===== config.mk =====
export PLATFORM = sky130hd
export DESIGN_NAME = right_shift_multiplier_flat
export DESIGN_NICKNAME = d
export VERILOG_FILES = /design/src/rtl/right_shift_multiplier_pkg.sv /design/src/rtl/right_shift_multiplier_if.sv /design/src/rtl/right_shift_multiplier_booth_step.sv /design/src/rtl/right_shift_multiplier.sv /design/src/flat_wrapper.sv
export SDC_FILE = /design/constraint.sdc
export NUM_CORES = 1
export LEC_CHECK = 0
export ABC_AREA = 1
export ABC_CLOCK_PERIOD_IN_PS = 4750
export CAP_MARGIN = 10
export CORE_MARGIN = 2
export CORE_UTILIZATION = 40
export CTS_BUF_LIST = sky130_fd_sc_hd__clkbuf_8 sky130_fd_sc_hd__clkbuf_16
export DETAILED_ROUTE_END_ITERATION = 8
export PLACE_DENSITY = 0.72
export RECOVER_POWER = 50
export REMOVE_ABC_BUFFERS = 1
export SYNTH_ARGS = -nofsm -noshare
export SYNTH_HDL_FRONTEND = slang
export SYNTH_SLANG_ARGS = --single-unit

===== constraint.sdc =====
create_clock -name clk -period 4.75 [get_ports clk]
set_input_delay 0.475 -clock clk [delete_from_list [all_inputs] [get_ports clk]]
set_output_delay 0.475 -clock clk [all_outputs]
set_load 0.1 [all_outputs]

===== src/rtl/right_shift_multiplier_pkg.sv =====
// Shared constants and types for the radix-2 Booth right-shift multiplier.
package right_shift_multiplier_pkg;

    localparam int RSM_WIDTH = 32;

    function automatic int rsm_cnt_width(input int width);
        return $clog2(width) + 1;
    endfunction

    localparam int RSM_CNT_W = rsm_cnt_width(RSM_WIDTH);

    typedef enum logic {
        RUN  = 1'b0,
        DONE = 1'b1
    } rsm_state_e;

endpackage


===== src/rtl/right_shift_multiplier_if.sv =====
// Operand/product bundle for right_shift_multiplier; done exists only with RSM_DONE_EN.
// Operands are held stable by the master from reset release until completion.
interface right_shift_multiplier_if #(
    parameter int WIDTH = 32
);
    logic signed [WIDTH-1:0]   a;
    logic signed [WIDTH-1:0]   x;
    logic signed [2*WIDTH-1:0] p;
`ifdef RSM_DONE_EN
    logic                      done;

    modport master (output a, output x, input p, input done);
    modport slave  (input a, input x, output p, output done);
`else
    modport master (output a, output x, input p);
    modport slave  (input a, input x, output p);
`endif
endinterface


===== src/rtl/right_shift_multiplier_booth_step.sv =====
// One radix-2 Booth iteration: signed add/sub of a into the upper half, then an
// arithmetic right shift of the whole accumulator.
module booth_step #(
    parameter int WIDTH = 32
) (
    input  logic [2*WIDTH-1:0] acc_i,
    input  logic [WIDTH-1:0]   a_i,
    input  logic               x_bit_i,
    input  logic               q_prev_i,
    output logic [2*WIDTH-1:0] acc_o
);

    logic signed [WIDTH:0]   upper_ext;
    logic signed [WIDTH:0]   a_ext;
    logic signed [WIDTH:0]   sum;
    logic signed [2*WIDTH:0] wide;

    // One guard bit keeps the sign correct when a is the most-negative value.
    assign upper_ext = {acc_i[2*WIDTH-1], acc_i[2*WIDTH-1:WIDTH]};
    assign a_ext     = {a_i[WIDTH-1], a_i};

    always_comb begin
        sum = upper_ext;
        case ({x_bit_i, q_prev_i})
            2'b10:   sum = upper_ext - a_ext;
            2'b01:   sum = upper_ext + a_ext;
            default: sum = upper_ext;
        endcase
    end

    assign wide  = {sum, acc_i[WIDTH-1:0]};
    assign acc_o = (2*WIDTH)'(wide >>> 1);

endmodule


===== src/rtl/right_shift_multiplier.sv =====
// Iterative signed Booth multiplier: WIDTH cycles after reset release p = a*x.
// Optional done output compiled in with RSM_DONE_EN.
module right_shift_multiplier
    import right_shift_multiplier_pkg::*;
#(
    parameter int WIDTH = RSM_WIDTH
) (
    input  logic                     clk,
    input  logic                     rst,
    right_shift_multiplier_if.slave  bus,
    output rsm_state_e               state_o
);

    localparam int CNT_W = rsm_cnt_width(WIDTH);
    localparam int IDX_W = $clog2(WIDTH);

    rsm_state_e         state_q, state_d;
    logic [2*WIDTH-1:0] acc_q, acc_d;
    logic               q_prev_q, q_prev_d;
    logic [CNT_W-1:0]   cnt_q, cnt_d;

    logic               step_en;
    logic               last_step;
    logic [IDX_W-1:0]   bit_idx;
    logic [2*WIDTH-1:0] acc_step;

    assign bit_idx   = cnt_q[IDX_W-1:0];
    assign last_step = (cnt_q == CNT_W'(WIDTH - 1));

    booth_step #(
        .WIDTH (WIDTH)
    ) u_booth_step (
        .acc_i    (acc_q),
        .a_i      (bus.a),
        .x_bit_i  (bus.x[bit_idx]),
        .q_prev_i (q_prev_q),
        .acc_o    (acc_step)
    );

    always_ff @(posedge clk or negedge rst) begin
        if (!rst) begin
            state_q  <= RUN;
            acc_q    <= '0;
            q_prev_q <= 1'b0;
            cnt_q    <= '0;
        end else begin
            state_q  <= state_d;
            acc_q    <= acc_d;
            q_prev_q <= q_prev_d;
            cnt_q    <= cnt_d;
        end
    end

    always_comb begin
        state_d = state_q;
        case (state_q)
            RUN:     if (last_step) state_d = DONE;
            DONE:    state_d = DONE;
            default: state_d = RUN;
        endcase
    end

    always_comb begin
        step_en = (state_q == RUN);
    end

    // DONE freezes the datapath so p holds until the next reset.
    always_comb begin
        acc_d    = acc_q;
        q_prev_d = q_prev_q;
        cnt_d    = cnt_q;
        if (step_en) begin
            acc_d    = acc_step;
            q_prev_d = bus.x[bit_idx];
            cnt_d    = cnt_q + CNT_W'(1);
        end
    end

    assign bus.p   = acc_q;
    assign state_o = state_q;

`ifdef RSM_DONE_EN
    assign bus.done = (state_q == DONE);
`endif

endmodule


===== src/flat_wrapper.sv =====
// flat-port wrapper written by rule: the top's interface ports become plain ports
module right_shift_multiplier_flat import right_shift_multiplier_pkg::*;
#(
    parameter int WIDTH = RSM_WIDTH
)
  (clk, rst, state_o, bus_a, bus_x, bus_p);
  right_shift_multiplier_if #(.WIDTH(WIDTH)) bus_i ();
  input  logic clk;
  input  logic rst;
  output rsm_state_e state_o;
  input wire logic [$bits(bus_i.a)-1:0] bus_a;
  input wire logic [$bits(bus_i.x)-1:0] bus_x;
  output wire logic [$bits(bus_i.p)-1:0] bus_p;
  assign bus_i.a = bus_a;
  assign bus_i.x = bus_x;
  assign bus_p = bus_i.p;
  right_shift_multiplier #(.WIDTH(WIDTH)) u_core (.clk(clk), .rst(rst), .bus(bus_i), .state_o(state_o));
endmodule

# Word level (Yosys, flattened, before mapping)
# Cells that the tools add are included.
# W data, S select, Z words.
dict set report op_classes {
  addsub 3
  magnitude_cmp 1
  n_eq_ne 3
  mux 5
  bitwise_logic 1
  reduce_logical 2
}
# cell count
set op_table {}
lappend op_table {{$pmux W33 S2} 1}
lappend op_table {{$add A32 B32 Y33} 1}
lappend op_table {{$sub A32 B32 Y33} 1}
lappend op_table {{$add A6 B1 Y6 const B} 1}
lappend op_table {{$eq A6 B5 Y1 const B} 1}
lappend op_table {{$lt A5 B6 Y1 const B} 1}
lappend op_table {{$bmux W1 S5} 1}
lappend op_table {{$eq A2 B1 Y1 const B} 1}
lappend op_table {{$eq A2 B2 Y1 const B} 1}
lappend op_table {{$mux W1} 2}
lappend op_table {{$pmux W1 S2} 1}
lappend op_table {{$reduce_and A2 Y1} 1}
lappend op_table {{$reduce_bool A2 Y1} 1}
lappend op_table {{$not A1 Y1} 1}
dict set report totals {
  reg_bits 72
  output_inout_bits 65
  elab_cells 20
}

# Longest topological paths before layout
# Gate-level depths: netlist of run 1.
dict set report depth {
  depth_word 5
  mapped_depth 32
}

# Modules after synthesis
# Synthesis of run 1 repeated with hierarchy kept, for this count alone.
dict set report unflattened {
  cells_unflattened 1130
  hier_area_um2 6879.1
}
# mod n_inst cells_each area_each_um2
set by_module_without_submodules {}
lappend by_module_without_submodules {booth_step 1 735 3744.8}
lappend by_module_without_submodules {right_shift_multiplier 1 395 3134.3}

# Least setup slack after synthesis of run 1
# OpenSTA, ideal clock, no wires.
dict set report synth_path {
  path_type {register -> register}
  from {reg u_core.cnt_q[0]}
  to {reg u_core.acc_q[56] (netlist: u_core.bus.p[56])}
  setup_time_ps 120
  arrival_ps 3419
  path_slack_ps 1211
  path_stages_with_launch 29
  n_path_buf 4
  period_less_slack_ps 3539
  path_cell_list {dfrtp_1 buf_2 inv_2 buf_2 o21ai_0 o22ai_1 a31oi_1 nand3_1 nand2_1 ha_1 clkbuf_1 inv_1 buf_2 o21ai_0 o21ai_0 xor2_1 ha_1 nand2_1 inv_1 nand2_1 nand2_1 a21oi_1 nor2_1 nor2_1 nand2_1 nand2_1 nand3_1 nand2_1 nand2_1}
}
dict set report synth_via {
  elab_chain_cells 4
  elab_cells_between_ends 5
  classes_between {eq/ne: 2; mux: 3}
}
# element line_no
set synth_lines {}
lappend synth_lines {{start: declaration} right_shift_multiplier.sv:20} ;# logic [CNT_W-1:0] cnt_q, cnt_d;
lappend synth_lines {{start signal: assignment} right_shift_multiplier.sv:50} ;# cnt_q <= cnt_d;
lappend synth_lines {{$bmux W1 S5 *} right_shift_multiplier.sv:35} ;# .x_bit_i (bus.x[bit_idx]),
lappend synth_lines {{$mux W1 (implied by the code) *} right_shift_multiplier.sv:35}
lappend synth_lines {{$eq A2 B1 Y1 / $eq A2 B2 Y1 (equally long branches)} right_shift_multiplier_booth_step.sv:24} ;# case ({x_bit_i, q_prev_i})
lappend synth_lines {{$pmux W33 S2 *} right_shift_multiplier_booth_step.sv:24}
lappend synth_lines {{end signal: assignment} right_shift_multiplier.sv:43} ;# acc_q <= '0;
lappend synth_lines {{end signal: assignment} right_shift_multiplier.sv:48} ;# acc_q <= acc_d;
lappend synth_lines {{end: declaration} right_shift_multiplier.sv:18} ;# logic [2*WIDTH-1:0] acc_q, acc_d;
# Mark *: on every way between the ends. The rest lies on a longest branch, timed or not. The select of a mux whose other input is x is not followed.
# A chain may end at the register's enable or synchronous reset.

# Worst setup path in the final report of run 1
dict set report layout_path {
  from {reg u_core.cnt_q[0]}
  to {reg u_core.acc_q[49] (netlist: u_core.bus.p[49])}
}
# Same word-level chain as after synthesis.

==> impl_metrics.tcl, run 1 <==
set metrics [dict create \
    powerDensity_nw_per_um2 767 \
    die_w_um 134 \
    ios 131 \
    drt-vias-per-instance 4.93 \
    initialDrtViolationCount 452 \
    tns_ns 0 \
    ys_ff_latch 72 \
    gp_congestion 0.936 \
    path_cells "inv_2, nor2_1, o221ai_1, nand3_1, nand3_1, nand2_1, ha_1, inv_1, buf_4, o21ai_0, xor2_1, ha_1, nand2_1, nor4_1, nand2_1, nand3_1, nand2_1, o21ai_0, nand2_1" \
    crit_end "u_core.bus.p[49]$_DFFE_PN0N_" \
    synthesis.area_um2 6800 \
    clk_latency_ns 0.35 \
    core_area_um2 16600 \
    worstPathMaxFanout 20 \
    fin_crit_sh 0.924 \
    p_leak_uw 0.00435 \
    wl_per_cell_um 14.0 \
    drt_drc_violations_left 0 \
    antenna_cells 0 \
    layout_common_cells "nand2_1, inv_1, clkdlybuf4s50_1" \
    cap_violations 2 \
    ys_top_cells_by_area "dfrtp_1, nand2_1, inv_1, nor2_1, ha_1" \
    cts_setup_buffers 0 \
    crit_start "u_core.cnt_q[0]$_DFFE_PN0N_" \
    cpMaxStageDelayCell "dfrtp_1" \
    synth_top_area_frac 0.265 \
    hold_violations 0 \
    path_clk_slew_ns 0.06 \
    row_count 47 \
    ys_seq_area_frac 0.265 \
    syn_avg_cell_area_um2 6.16 \
    clock-skew-final_ns 0.00787 \
    finalInstanceArea_um2 8360 \
    cp_data_required_time_ns 4.98 \
    initial_utilization 0.410 \
    dp_hpwl_um 15600 \
    grt_pass1_vias 6485 \
    synth_flop_cell "dfrtp_1" \
    nets 1292 \
    synth_edf_count 0 \
    hold_buffers 0 \
    r2r_slack_ns 0.36 \
    finalSetupViolations 0 \
    die_h_um 134 \
    cts.htree.levels 3 \
    final_antenna_net_count 0 \
    worst_pin_slew_ns 3.54 \
    max_slew_margin -1.36 \
    status "complete, but fails checks" \
    vias 6973 \
    yosysWarnings 0 \
    cts_buffers 9 \
    cts.sink_count 72 \
    grt_max_degree 83 \
    ctsResizeCount 0 \
    mostFrequentLayoutCell "nand2_1" \
    cts_tree "built" \
    synthDistinctLibCells 41 \
    synthToLayoutAreaGrowth_pct 23.1 \
    ctsLongestPathBuffers 2 \
    dieArea_um2 18000 \
    drive_above_1_share 0.0360 \
    hp-class "register to register" \
    grt_antenna_before_repair 0 \
    synth_top_area_cell "dfrtp_1" \
    cp.arrival_ns 4.62 \
    grt_pass1_wl_um 32100 \
    final_max_slew_viol_count 156 \
    wirelength_um 19900 \
    dpl_cell_area_um2 8060 \
    max_freq_mhz 228 \
    cts-root-buf "clkbuf_16" \
    synthArstFlopShare 1.00 \
    vdd_drop_max_uv 725 \
    r2r-start "u_core.cnt_q[0]$_DFFE_PN0N_" \
    fin_crit_ns 4.39 \
    grt_overflow_total 0 \
    startpoint_type "register" \
    dr.pass1.iters 5 \
    violations "capacitance limit, slew limit" \
    critical_path_class "register to register" \
    grt_use_total 0.224 \
    setup.worst_path.end_class "register" \
    slowest_delay_ns 0.60 \
    cp_common_cell "nand2_1" \
    reg2reg_depth 19 \
    port_buffers 130 \
    rsz0062_at_grt "no" \
    syn-instance-count 1103 \
    rr_endpoint "u_core.bus.p[49]$_DFFE_PN0N_" \
]
-- critical path, delay by kind of cell, from the launching register on --
kind / cells / cell delay, ns
buffers and inverters: 3 / 0.78
flip-flops: 1 / 0.60
XOR/XNOR: 1 / 0.18
AO/OA/AOI/OAI: 3 / 0.63
AND/OR/NAND/NOR: 10 / 1.48
adder cells (fa/ha/maj): 2 / 0.59
-- cells by family (layout without fill, tap and decap cells) --
family | count (synthesis) | after routing | synth area share
AOI/OAI and AO/OA | 166 | 166 | 0.132
and+or+nand+nor | 554 | 554 | 0.334
xor gates and xnor gates | 43 | 43 | 0.0554
DFF | 72 | 72 | 0.265
adders and majority gates | 36 | 36 | 0.0674
buffers and inverters | 232 | 324 | 0.147
-- Yosys cell counts, drive strengths merged, types with 2 or more instances --
| cell type | count |
|---|---|
| or2 | 2 |
| nor3 | 8 |
| o211ai | 2 |
| xnor2 | 8 |
| nand4 | 5 |
| clkbuf | 14 |
| inv | 171 |
| buf | 46 |
| o31ai | 2 |
| a21o | 3 |
| nor2 | 125 |
| nor4 | 4 |
| ha | 35 |
| o21ai | 93 |
| nand3b | 4 |
| o221ai | 3 |
| o22ai | 3 |
| o21bai | 4 |
| a21oi | 52 |
| nand3 | 57 |
| nand2 | 349 |
| dfrtp | 72 |
| xor2 | 35 |
-- sequential cells by signal, summed over array words and instances (netlist names) --
signal and count:
u_core.bus.p 64, u_core.state_o 1, u_core.q_prev_q 1, u_core.cnt_q 6
-- metrics by stage --
stage / hold slack, ns / cells / total power (uW) / utilization / setup slack (ns)
floorplan: 0.179 / 1043 / 4540 / - / 0.445
global placement: 0.471 / 1399 / 5650 / 0.486 / 0.411
detailed placement: 0.478 / 1399 / 5660 / 0.486 / 0.396
CTS: 0.310 / 1415 / 6420 / 0.505 / 0.486
global route: 0.511 / 1415 / 6830 / 0.504 / 0.0205
finish: 0.484 / 1415 / 6410 / 0.504 / 0.359
-- per-layer routing --
metal	wire, um	GRT usage
met4	538	0.0754
met5	0	0
met3	1510	0.0639
met1	8820	0.291
met2	8980	0.357
-- power by group --
| part | switching, uW | total, uW | internal (uW) |
|---|---|---|---|
| sequential | 253 | 1120 | 870 |
| combinational | 3390 | 4560 | 1170 |
| clock | 306 | 725 | 419 |
-- worst min path at each step --
stage                                start                      endpoint  slack (ns)  cells past startpoint
3_5_place_dp   u_core.q_prev_q$_DFFE_PN0N_   u_core.q_prev_q$_DFFE_PN0N_        0.48                      2
6_report       u_core.cnt_q[5]$_DFFE_PN0N_      u_core.state_o$_DFF_PN0_        0.48                      1
2_1_floorplan                          rst   u_core.bus.p[0]$_DFFE_PN0N_        0.18                      0
3_3_place_gp   u_core.cnt_q[5]$_DFFE_PN0N_      u_core.state_o$_DFF_PN0_        0.47                      1
5_1_grt        u_core.cnt_q[5]$_DFFE_PN0N_      u_core.state_o$_DFF_PN0_        0.51                      1
4_1_cts                                rst  u_core.bus.p[50]$_DFFE_PN0N_        0.31                      1
-- cell type report --
type | count | area, um2
Fill cell | 1720 | 8220
Inverter | 172 | 646
Clock buffer | 9 | 225
Clock inverter | 7 | 86.3
Multi-Input combinational cell | 799 | 3990
Sequential cell | 72 | 1800
Tap cell | 220 | 275
Timing Repair Buffer | 136 | 1340
No activity file was read; power rests on OpenSTA's default activity.
==> run 2, diff against run 1 <==
ABC_CLOCK_PERIOD_IN_PS = 4000   (was 4750)
CAP_MARGIN = 30   (was 10)
PLACE_DENSITY = 0.75   (was 0.72)
clock period = 4 ns   (was 4.75 ns; I/O delays follow)
==> run 2 against run 1 <==
The flow still finishes with violations (capacitance limit, slew limit). Flip-flop and latch count unchanged. Combinational power up 23%. Critical path depth up 5. Die area unchanged. Largest cell class unchanged. Highest routed layer unchanged. Wire length up 2.8%. Setup slack better by 0.0020 ns. Clock-buffer cell count unchanged. Final cell count up 1.3%.
==> impl_metrics.tcl, run 2 (same netlist as run 1, synthesis figures left out) <==
set metrics [dict create \
    status "complete, but fails checks" \
    violations "capacitance limit, slew limit" \
    cap_violations 1 \
    drt-vias-per-instance 4.89 \
    ctsLongestPathBuffers 2 \
    final_max_slew_viol_count 43 \
    gr-usage-met1 0.297 \
    cts.sink_count 72 \
    row_count 47 \
    drt_drc_violations_left 0 \
    worstPathMaxFanout 16 \
    layout_common_cells "nand2_1, inv_1, nor2_1" \
    largest_reg_flops 64 \
    power_uw 7810 \
    vias 7006 \
    synthToLayoutAreaGrowth_pct 26.9 \
    p_leak_uw 0.00446 \
    fin_crit_ns 3.64 \
    cts-root-buf "clkbuf_16" \
    nets 1310 \
    hp-start "u_core.cnt_q[5]$_DFFE_PN0N_" \
    r2r-start "u_core.cnt_q[0]$_DFFE_PN0N_" \
    max_freq_mhz 275 \
    drive_above_1_share 0.0692 \
    cts_tree "built" \
    max_slew_margin -0.565 \
    cts.htree.levels 3 \
    dieArea_um2 18000 \
    mostFrequentLayoutCell "nand2_1" \
    ios 131 \
    grt_pass1_vias 6729 \
    fin_crit_sh 0.910 \
    gp_congestion 0.963 \
    final_antenna_net_count 0 \
    grt_use_total 0.229 \
    placed_cells 1416 \
    fin_util 0.520 \
    hp-class "register to register" \
    wl_per_cell_um 14.2 \
    dr.pass1.iters 5 \
    nFillCells 1702 \
    grt_max_degree 52 \
    die_h_um 134 \
    grt_antenna_before_repair 0 \
    finalSetupViolations 0 \
    grt_util_met3 0.0552 \
    dpl_cell_area_um2 8200 \
    hold_violations 0 \
    core_area_um2 16600 \
    clock-skew-final_ns 0.00994 \
    setup.worst_path.end_class "register" \
    die_w_um 134 \
    initialDrtViolationCount 454 \
    dp_hpwl_um 16100 \
    vdd_drop_max_uv 790 \
    worst_pin_slew_ns 2.35 \
    instances_no_fill 1433 \
    hold_buffers 0 \
    grt_overflow_total 0 \
    cts_buffers 9 \
    startpoint_type "register" \
    top_usage_layer "met2" \
    port_buffers 130 \
    critical_path_class "register to register" \
    crit_start "u_core.cnt_q[0]$_DFFE_PN0N_" \
    path_clk_slew_ns 0.06 \
    antenna_cells 0 \
    cp_data_required_time_ns 4.24 \
    use_met2 0.382 \
    wirelength_um 20400 \
    grt_pass1_wl_um 33100 \
    finalInstanceArea_um2 8620 \
    cp.arrival_ns 3.88 \
    powerDensity_nw_per_um2 906 \
    tns_ns 0 \
    initial_utilization 0.410 \
    clk_latency_ns 0.35 \
]
-- run 2: cell types whose count changed in the layout (fill, tap and decap cells not counted), moves of 3 or more --
cell,previous run,this run
nand2_1,345,336
buf_4,5,21
dlygate4sd3_1,0,13
a21oi_1,51,43
clkdlybuf4s50_1,129,116
a21oi_2,1,9
ha_1,35,32
nand2_2,4,13
-- run 2: what timing repair did --
action	CTS	global route
gates resized for setup	0	31
setup buffers	0	1
setup endpoints to repair	0	20
-- run 2: final timing paths --
check	end	slack [ns]	depth (start not counted)
setup / recovery	u_core.bus.p[63]$_DFFE_PN0P_	0.36	24
hold / removal	u_core.state_o$_DFF_PN0_	0.49	1
setup reg to reg	u_core.bus.p[63]$_DFFE_PN0P_	0.36	24
hold reg to reg	u_core.state_o$_DFF_PN0_	0.49	1
max in group asynchronous	u_core.bus.p[60]$_DFFE_PN0N_	1.43	2
min in group asynchronous	u_core.bus.p[42]$_DFFE_PN0N_	0.76	1
-- run 2: worst max-delay path, cell delays in order, from the launching register on --
cell	delay [ns]
dfrtp_1	0.40
inv_2	0.21
o21ai_0	0.11
o21ai_1	0.15
nand2_1	0.08
a21oi_2	0.13
inv_1	0.05
nand3_1	0.08
nand2_1	0.07
ha_2	0.21
buf_8	0.16
o21ai_4	0.15
a21oi_2	0.06
xor2_1	0.16
ha_1	0.36
buf_4	0.14
nand2_1	0.09
nor2_1	0.21
nand2_1	0.13
nor2_1	0.19
nand2_1	0.08
nand2_1	0.08
nand2_1	0.08
nand4_1	0.09
nand2_1	0.05
-- run 2: routing by layer --
metal  vias to the layer above  routed length [um]  part of all wire
li1                       3629                   -                 -
met1                      3160                9230              0.45
met2                       193                9490              0.46
met3                        24                1360             0.066
met4                         0                 346             0.017
met5                         -                   0                 0
-- run 2: where the power goes --
group / internal, uW / total [uW] / switching, uW
combinational: 1500 / 5600 / 4100
sequential: 1030 / 1330 / 292
clock: 547 / 888 / 341
total: 3080 / 7810 / 4730
-- run 2: layout make-up --
cell class | instances | area, um2 | area share
sequential | 72 | 1800 | 0.209
tap | 220 | 275 | 0.0319
timing repair buffer | 154 | 1490 | 0.173
inverter | 172 | 646 | 0.0749
multi-input combinational | 799 | 4090 | 0.474
clock inverter | 7 | 96.3 | 0.0112
clock buffer | 9 | 225 | 0.0261
-- run 2: per-stage QoR --
step	hold WS (ns)	setup slack, ns
6_report	0.492	0.361
5_1_grt	0.513	-0.0159
4_1_cts	0.0711	0.144
3_5_place_dp	0.434	-0.116
3_3_place_gp	0.435	-0.128
2_1_floorplan	0.104	-0.305
